## config.mk

```make
export PLATFORM = sky130hd
export DESIGN_NAME = mem_port_arbiter_flat
export DESIGN_NICKNAME = d
export VERILOG_FILES = /design/src/rtl/mem_port_arbiter_if.sv /design/src/rtl/mem_port_arbiter.sv /design/src/flat_wrapper.sv
export SDC_FILE = /design/constraint.sdc
export NUM_CORES = 1
export LEC_CHECK = 0
export ABC_AREA = 0
export CAP_MARGIN = 15
export CORE_AREA = 2 2 107 109
export CTS_CLUSTER_SIZE = 20
export DETAILED_ROUTE_END_ITERATION = 7
export DIE_AREA = 0 0 109 111
export GPL_ROUTABILITY_DRIVEN = 0
export HOLD_SLACK_MARGIN = 0.08
export PLACE_DENSITY = 0.84
export SYNTH_ARGS = -nofsm -noshare
export SYNTH_HDL_FRONTEND = slang
export SYNTH_SLANG_ARGS = --single-unit
```

## constraint.sdc

```tcl
create_clock -name clock -period 2 [get_ports clock]
set_clock_uncertainty 0.1 [all_clocks]
set_input_delay 0.5 -clock clock [delete_from_list [all_inputs] [get_ports clock]]
set_output_delay 0.5 -clock clock [all_outputs]
set_load 0.02 [all_outputs]
```

## src/rtl/mem_port_arbiter_if.sv

```systemverilog
// Bus bundle for mem_port_arbiter: fetch port, load/store port and memory side.
// slave  : arbiter view (accepts core requests, drives the memory)
// master : environment view (core requesters plus memory model)
interface mem_port_arbiter_if #(
  parameter int ADDR_W = 32,
  parameter int DATA_W = 32
);
  localparam int BE_W = DATA_W / 8;

  logic              if_req;
  logic [ADDR_W-1:0] if_addr;
  logic              if_gnt;
  logic              if_rvalid;
  logic [DATA_W-1:0] if_rdata;

  logic              d_req;
  logic              d_we;
  logic [ADDR_W-1:0] d_addr;
  logic [DATA_W-1:0] d_wdata;
  logic [BE_W-1:0]   d_be;
  logic              d_gnt;
  logic              d_rvalid;
  logic [DATA_W-1:0] d_rdata;

  logic              mem_en;
  logic              mem_we;
  logic [ADDR_W-1:0] mem_addr;
  logic [DATA_W-1:0] mem_wdata;
  logic [BE_W-1:0]   mem_be;
  logic [DATA_W-1:0] mem_rdata;

  logic              busy;

  modport slave (
    input  if_req, if_addr, d_req, d_we, d_addr, d_wdata, d_be, mem_rdata,
    output if_gnt, if_rvalid, if_rdata, d_gnt, d_rvalid, d_rdata,
    output mem_en, mem_we, mem_addr, mem_wdata, mem_be, busy
  );

  modport master (
    output if_req, if_addr, d_req, d_we, d_addr, d_wdata, d_be, mem_rdata,
    input  if_gnt, if_rvalid, if_rdata, d_gnt, d_rvalid, d_rdata,
    input  mem_en, mem_we, mem_addr, mem_wdata, mem_be, busy
  );
endinterface

```

## src/rtl/mem_port_arbiter.sv

```systemverilog
// Two-port arbiter (instruction fetch vs load/store) in front of one
// single-port memory with a fixed read latency. One read in flight at a time.
// Ties go to data unless fetch has lost MAX_STARVE consecutive idle cycles.
// Optional build macro ARB_RR_EN: replaces the starvation guard with
// round-robin tie breaking (port not granted most recently wins).
//
// state  | meaning
// -------+-----------------------------------------------------------
// S_IDLE | free: pick a winner, issue its access this cycle
// S_WAIT | read outstanding: cnt counts down to the data capture edge
module mem_port_arbiter #(
  parameter int ADDR_W     = 32,
  parameter int DATA_W     = 32,
  parameter int RD_LAT     = 1,
  parameter int MAX_STARVE = 4
) (
  input  logic                  clock,
  input  logic                  resetn,
  mem_port_arbiter_if.slave     bus
);
  localparam int  BE_W      = DATA_W / 8;
  localparam logic OWN_FETCH = 1'b0;
  localparam logic OWN_DATA  = 1'b1;

  typedef enum logic {S_IDLE, S_WAIT} state_t;

  state_t     state_q, state_d;
  logic [2:0] cnt_q, cnt_d;
  logic       owner_q, owner_d;
  logic       cap_if, cap_d;
  logic       data_wins_tie;
  logic       win_d, win_if;

`ifdef ARB_RR_EN
  logic       last_d_q, last_d_d;   // 1 = data was granted most recently
`else
  logic [3:0] starve_q, starve_d;
`endif

  // Tie-break rule for the current idle cycle
  always_comb begin
`ifdef ARB_RR_EN
    data_wins_tie = ~last_d_q;
`else
    data_wins_tie = (starve_q < 4'(MAX_STARVE));
`endif
  end

  // Next state, grants, memory strobe and capture enables
  always_comb begin
    state_d       = state_q;
    cnt_d         = cnt_q;
    owner_d       = owner_q;
    cap_if        = 1'b0;
    cap_d         = 1'b0;
    win_d         = 1'b0;
    win_if        = 1'b0;
    bus.if_gnt    = 1'b0;
    bus.d_gnt     = 1'b0;
    bus.mem_en    = 1'b0;
    bus.mem_we    = 1'b0;
    bus.mem_addr  = '0;
    bus.mem_wdata = '0;
    bus.mem_be    = '0;
    bus.busy      = 1'b0;
`ifdef ARB_RR_EN
    last_d_d      = last_d_q;
`else
    starve_d      = starve_q;
`endif

    unique case (state_q)
      S_IDLE: begin
        win_d  = bus.d_req & (~bus.if_req | data_wins_tie);
        win_if = bus.if_req & ~win_d;

        if (win_d) begin
          bus.d_gnt     = 1'b1;
          bus.mem_en    = 1'b1;
          bus.mem_we    = bus.d_we;
          bus.mem_addr  = bus.d_addr;
          bus.mem_wdata = bus.d_wdata;
          bus.mem_be    = bus.d_be;
          if (!bus.d_we) begin
            state_d = S_WAIT;
            cnt_d   = 3'(RD_LAT);
            owner_d = OWN_DATA;
          end
        end else if (win_if) begin
          bus.if_gnt    = 1'b1;
          bus.mem_en    = 1'b1;
          bus.mem_addr  = bus.if_addr;
          bus.mem_be    = {BE_W{1'b1}};
          state_d       = S_WAIT;
          cnt_d         = 3'(RD_LAT);
          owner_d       = OWN_FETCH;
        end

`ifdef ARB_RR_EN
        if (win_d)
          last_d_d = 1'b1;
        else if (win_if)
          last_d_d = 1'b0;
`else
        // fetch that is waiting and loses to data ages; anything else clears
        if (!bus.if_req || win_if)
          starve_d = 4'd0;
        else if (win_d && starve_q != 4'd15)
          starve_d = starve_q + 4'd1;
`endif
      end

      S_WAIT: begin
        bus.busy = 1'b1;
        cnt_d    = cnt_q - 3'd1;
        if (cnt_q == 3'd1) begin
          state_d = S_IDLE;
          cap_if  = (owner_q == OWN_FETCH);
          cap_d   = (owner_q == OWN_DATA);
        end
      end

      default: state_d = S_IDLE;
    endcase
  end

  // Arbiter state registers
  always_ff @(posedge clock or negedge resetn) begin
    if (!resetn) begin
      state_q  <= S_IDLE;
      cnt_q    <= 3'd0;
      owner_q  <= OWN_FETCH;
`ifdef ARB_RR_EN
      last_d_q <= 1'b0;
`else
      starve_q <= 4'd0;
`endif
    end else begin
      state_q  <= state_d;
      cnt_q    <= cnt_d;
      owner_q  <= owner_d;
`ifdef ARB_RR_EN
      last_d_q <= last_d_d;
`else
      starve_q <= starve_d;
`endif
    end
  end

  // Read-return registers: one-cycle valid pulse, data held until next capture
  always_ff @(posedge clock or negedge resetn) begin
    if (!resetn) begin
      bus.if_rvalid <= 1'b0;
      bus.d_rvalid  <= 1'b0;
      bus.if_rdata  <= '0;
      bus.d_rdata   <= '0;
    end else begin
      bus.if_rvalid <= cap_if;
      bus.d_rvalid  <= cap_d;
      if (cap_if)
        bus.if_rdata <= bus.mem_rdata;
      if (cap_d)
        bus.d_rdata <= bus.mem_rdata;
    end
  end
endmodule
```

## src/flat_wrapper.sv

```systemverilog
// flat-port wrapper written by rule: the top's interface ports become plain ports
module mem_port_arbiter_flat 
#(
  parameter int ADDR_W     = 32,
  parameter int DATA_W     = 32,
  parameter int RD_LAT     = 1,
  parameter int MAX_STARVE = 4
)
  (clock, resetn, bus_if_req, bus_if_addr, bus_d_req, bus_d_we, bus_d_addr, bus_d_wdata, bus_d_be, bus_mem_rdata, bus_if_gnt, bus_if_rvalid, bus_if_rdata, bus_d_gnt, bus_d_rvalid, bus_d_rdata, bus_mem_en, bus_mem_we, bus_mem_addr, bus_mem_wdata, bus_mem_be, bus_busy);
  mem_port_arbiter_if #(.ADDR_W(ADDR_W), .DATA_W(DATA_W)) bus_i ();
  input  logic clock;
  input  logic resetn;
  input wire logic [$bits(bus_i.if_req)-1:0] bus_if_req;
  input wire logic [$bits(bus_i.if_addr)-1:0] bus_if_addr;
  input wire logic [$bits(bus_i.d_req)-1:0] bus_d_req;
  input wire logic [$bits(bus_i.d_we)-1:0] bus_d_we;
  input wire logic [$bits(bus_i.d_addr)-1:0] bus_d_addr;
  input wire logic [$bits(bus_i.d_wdata)-1:0] bus_d_wdata;
  input wire logic [$bits(bus_i.d_be)-1:0] bus_d_be;
  input wire logic [$bits(bus_i.mem_rdata)-1:0] bus_mem_rdata;
  output wire logic [$bits(bus_i.if_gnt)-1:0] bus_if_gnt;
  output wire logic [$bits(bus_i.if_rvalid)-1:0] bus_if_rvalid;
  output wire logic [$bits(bus_i.if_rdata)-1:0] bus_if_rdata;
  output wire logic [$bits(bus_i.d_gnt)-1:0] bus_d_gnt;
  output wire logic [$bits(bus_i.d_rvalid)-1:0] bus_d_rvalid;
  output wire logic [$bits(bus_i.d_rdata)-1:0] bus_d_rdata;
  output wire logic [$bits(bus_i.mem_en)-1:0] bus_mem_en;
  output wire logic [$bits(bus_i.mem_we)-1:0] bus_mem_we;
  output wire logic [$bits(bus_i.mem_addr)-1:0] bus_mem_addr;
  output wire logic [$bits(bus_i.mem_wdata)-1:0] bus_mem_wdata;
  output wire logic [$bits(bus_i.mem_be)-1:0] bus_mem_be;
  output wire logic [$bits(bus_i.busy)-1:0] bus_busy;
  assign bus_i.if_req = bus_if_req;
  assign bus_i.if_addr = bus_if_addr;
  assign bus_i.d_req = bus_d_req;
  assign bus_i.d_we = bus_d_we;
  assign bus_i.d_addr = bus_d_addr;
  assign bus_i.d_wdata = bus_d_wdata;
  assign bus_i.d_be = bus_d_be;
  assign bus_i.mem_rdata = bus_mem_rdata;
  assign bus_if_gnt = bus_i.if_gnt;
  assign bus_if_rvalid = bus_i.if_rvalid;
  assign bus_if_rdata = bus_i.if_rdata;
  assign bus_d_gnt = bus_i.d_gnt;
  assign bus_d_rvalid = bus_i.d_rvalid;
  assign bus_d_rdata = bus_i.d_rdata;
  assign bus_mem_en = bus_i.mem_en;
  assign bus_mem_we = bus_i.mem_we;
  assign bus_mem_addr = bus_i.mem_addr;
  assign bus_mem_wdata = bus_i.mem_wdata;
  assign bus_mem_be = bus_i.mem_be;
  assign bus_busy = bus_i.busy;
  mem_port_arbiter #(.ADDR_W(ADDR_W), .DATA_W(DATA_W), .RD_LAT(RD_LAT), .MAX_STARVE(MAX_STARVE)) u_core (.clock(clock), .resetn(resetn), .bus(bus_i));
endmodule
```

==> flow_metrics.env <==
export IMPL_status="complete, but fails checks"
export IMPL_violations="setup timing"
export IMPL_place_detailed_hpwl_um=10500
export IMPL_num_vias=3477
export IMPL_crit_family="flip-flops"
export IMPL_drc=0
export IMPL_grt_max_degree=56
export IMPL_ant_nets=0
export IMPL_cts_tree="built"
export IMPL_crit_arrival_ps=1750
export IMPL_hold_depth=1
export IMPL_tightest_slew_ps=297
export IMPL_area_growth_pct=104
export IMPL_fin_nets=707
export IMPL_cts_buffers=9
export IMPL_antenna_found_initial=0
export IMPL_postSynthCellCount=265
export IMPL_path_clk_slew_ps=50
export IMPL_relSlewSlack=0.802
export IMPL_core_area_sq_um=11100
export IMPL_ir_drop_v=0.000813
export IMPL_grt_pass1_wl_um=20800
export IMPL_ys_seq_elements=75
export IMPL_start_kind="flip-flop"
export IMPL_setup_viol=71
export IMPL_setup_ws_ps=-355
export IMPL_worst_path_buf_inv=3
export IMPL_drive_above_1_share=0.396
export IMPL_slowest_delay_ps=440
export IMPL_slew_violations=0
export IMPL_crit_path_end="bus_mem_addr[10]"
export IMPL_syn_area_sq_um=3650
export IMPL_rrSetupSlack_ps=190
export IMPL_critPathLaunch="u_core.starve_q[2]"
export IMPL_syn_num_nets=405
export IMPL_placed_cells=679
export IMPL_p_leak_nw=3.32
export IMPL_critPathRequiredTime_ps=1400
export IMPL_start_util=0.329
export IMPL_path_class="flip-flop to output pin"
export IMPL_syn_area_per_cell_sq_um=13.8
export IMPL_fin_cells=713
export IMPL_ctsHtreeMaxLevel=3
export IMPL_cts_sinks=75
export IMPL_io_buffers=275
export IMPL_fillers=758
export IMPL_fin_crit_ps=2350
export IMPL_critPathMaxFanout=10
export IMPL_setup_tns_final_ps=-22980
export IMPL_grt_pass1_vias=3703
export IMPL_ys_types=31
export IMPL_r2r_start="u_core.state_q"
export IMPL_seq_area_frac_synth=0.514
export IMPL_p_sw_mw=3.62
export IMPL_die_h_um=111
export IMPL_finalWirelength_um=14400
export IMPL_finalCritPeriodShare=1.18
export IMPL_cts_root_buf="clkbuf_16"
export IMPL_yosysWarnings=0
export IMPL_grt_overflow_total=0
export IMPL_path_depth=6
export IMPL_cp_cell_sequence="nor3b_4 > nor3b_4 > buf_6 > buf_8 > a22o_1 > buf_6"
export IMPL_p_int_mw=6.58
export IMPL_drt_pass1_iter_count=4
export IMPL_rsz0062_at_grt="true"
export IMPL_final_hold_viol_count=0
export IMPL_critPathSlowestCell="dfrtp_2"
export IMPL_antennaDiodeCount=0
export IMPL_worstHoldPathType="flip-flop to flip-flop"
export IMPL_drt_iter0_markers=180
export IMPL_die_x_um=109
export IMPL_worstSetupEndpointType="output pin"
export IMPL_sequentialPowerShare=0.265
export IMPL_grt_use_total=0.229
export IMPL_rows=39
export IMPL_fmax_mhz=425
export IMPL_comb_power_share=0.600
export IMPL_swShare=0.355
export IMPL_r2r_end="u_core.bus.if_rdata[0]"
export IMPL_p_per_area_nw_per_um2=1370
export IMPL_drv_cap=0
export IMPL_clock_power_share=0.135
export IMPL_wl_per_cell_um=20.2
export IMPL_vias_per_cell=4.88
export IMPL_ioPinCount=276
export IMPL_die_area_sq_um=12100
export IMPL_clock_path_buffers=2
export IMPL_clk_latency_ps=330
export IMPL_r2r_cells=5
==> Yosys cell counts <==
| library cell | number | area share |
|---|---|---|
| clkbuf_1 | 6 | 0.0062 |
| nand2_1 | 3 | 0.0031 |
| mux2_2 | 35 | 0.11 |
| buf_6 | 4 | 0.012 |
| and3b_4 | 1 | 0.0034 |
| buf_12 | 3 | 0.016 |
| and3b_1 | 1 | 0.0024 |
| nand2b_1 | 1 | 0.0017 |
| buf_4 | 1 | 0.0021 |
| nor2_1 | 3 | 0.0031 |
| and2_4 | 1 | 0.0024 |
| ha_1 | 3 | 0.010 |
| or3b_1 | 1 | 0.0024 |
| or3_1 | 1 | 0.0017 |
| a221oi_2 | 1 | 0.0041 |
| nand3b_1 | 1 | 0.0021 |
| inv_1 | 6 | 0.0062 |
| xor2_1 | 1 | 0.0024 |
| a21o_1 | 4 | 0.0082 |
| o21ai_0 | 3 | 0.0041 |
| nand2_2 | 1 | 0.0017 |
| a21oi_1 | 1 | 0.0014 |
| nand3_1 | 1 | 0.0014 |
| and2_1 | 34 | 0.058 |
| nor3b_2 | 2 | 0.0069 |
| dfrtp_1 | 75 | 0.51 |
| a22o_1 | 34 | 0.082 |
| mux2_4 | 29 | 0.12 |
| mux2i_1 | 1 | 0.0027 |
| buf_2 | 6 | 0.0082 |
| o21ai_1 | 1 | 0.0014 |
==> placed cells by master, fill, tap and decap left out, types with 2 or more instances in the layout <==
| cell type | instances |
|---|---|
| clkdlybuf4s50_1 | 199 |
| buf_6 | 79 |
| dfrtp_1 | 72 |
| mux2_2 | 35 |
| a22o_1 | 34 |
| and2_4 | 32 |
| mux2_4 | 29 |
| clkbuf_16 | 14 |
| buf_4 | 9 |
| buf_12 | 8 |
| inv_1 | 6 |
| buf_16 | 5 |
| a21o_1 | 4 |
| and2_1 | 3 |
| nor2_1 | 3 |
| nand2_1 | 3 |
| o21ai_0 | 3 |
| ha_1 | 3 |
| dfrtp_2 | 3 |
| nor3b_4 | 2 |
| clkbuf_1 | 2 |
| clkinv_2 | 2 |
==> how the worst min path moves through the flow <==
stage,startpoint,slack [ps],end
finish,u_core.cnt_q[1],400,u_core.cnt_q[1]
detailed placement,resetn,310,u_core.bus.if_rdata[19]
floorplan,resetn,100,u_core.bus.d_rdata[0]
global route,u_core.bus.d_rdata[0],410,u_core.bus.d_rdata[0]
global placement,resetn,290,u_core.bus.if_rdata[19]
CTS,u_core.cnt_q[1],400,u_core.cnt_q[1]
==> metal layers <==
layer / global-route usage / share of wire
met4: 0.0906 / 0.030
met1: 0.234 / 0.34
met3: 0.0629 / 0.077
met2: 0.429 / 0.55
met5: 0 / 0
==> state kept, by name, indices dropped and copies added, names as in the netlist <==
signal	cells
u_core.bus.d_rdata	32
u_core.bus.d_rvalid	1
u_core.bus.if_rvalid	1
u_core.cnt_q	3
u_core.state_q	1
u_core.bus.if_rdata	32
u_core.owner_q	1
u_core.starve_q	4
==> layout make-up <==
class / count / area (sq um) / share of cell area
tap: 143 / 179 / 0.0240
sequential: 75 / 1880 / 0.253
inverter: 6 / 22.5 / 0.00303
clock inverter: 3 / 17.5 / 0.00235
multi-input combinational: 164 / 1680 / 0.225
timing repair buffer: 311 / 3430 / 0.461
clock buffer: 11 / 233 / 0.0313
==> cell families (layout without fill, tap and decap cells) <==
kind of cell               Yosys count  count (layout)  synth area share
AOI/OAI and AO/OA                   44              44             0.101
DFF                                 75              75             0.514
adders and majority gates            3               3            0.0103
muxes                               65              65             0.230
and+or+nand+nor                     51              51            0.0905
buffers and inverters               26             331            0.0514
xor gates and xnor gates             1               1           0.00240
==> metrics by stage <==
stage / power [mW] / instance area (sq um) / utilization / setup slack (ps) / hold WS [ps]
3_5_place_dp: 8.29 / 6610 / 0.597 / -1030 / 309
6_report: 10.2 / 7440 / 0.672 / -355 / 396
4_1_cts: 10.1 / 7290 / 0.658 / -367 / 402
2_1_floorplan: 5.65 / 3650 / - / -26.1 / 104
3_3_place_gp: 8.12 / 6610 / 0.597 / -955 / 295
5_1_grt: 10.7 / 7440 / 0.672 / -414 / 412
==> power groups by stage <==
| stage | Sequential (mW) | Combinational, mW | Clock [mW] |
|---|---|---|---|
| CTS | 2.70 | 6.01 | 1.41 |
| detailed placement | 2.71 | 5.57 | 0 |
| global route | 2.78 | 6.40 | 1.49 |
| floorplan | 3.51 | 2.13 | 0 |
| global placement | 2.67 | 5.45 | 0 |
| finish | 2.70 | 6.12 | 1.38 |
==> what timing repair did <==
action                                  4_1_cts  5_1_grt
resized for setup                           468       11
endpoints found under the hold margin        20        0
buffers inserted                              5        1
endpoints found under the setup margin       73       72
pin swaps                                    33       32
hold buffers                                  1        0
gates cloned                                  8        5
Note: power is estimated with default switching activity, not from simulation.
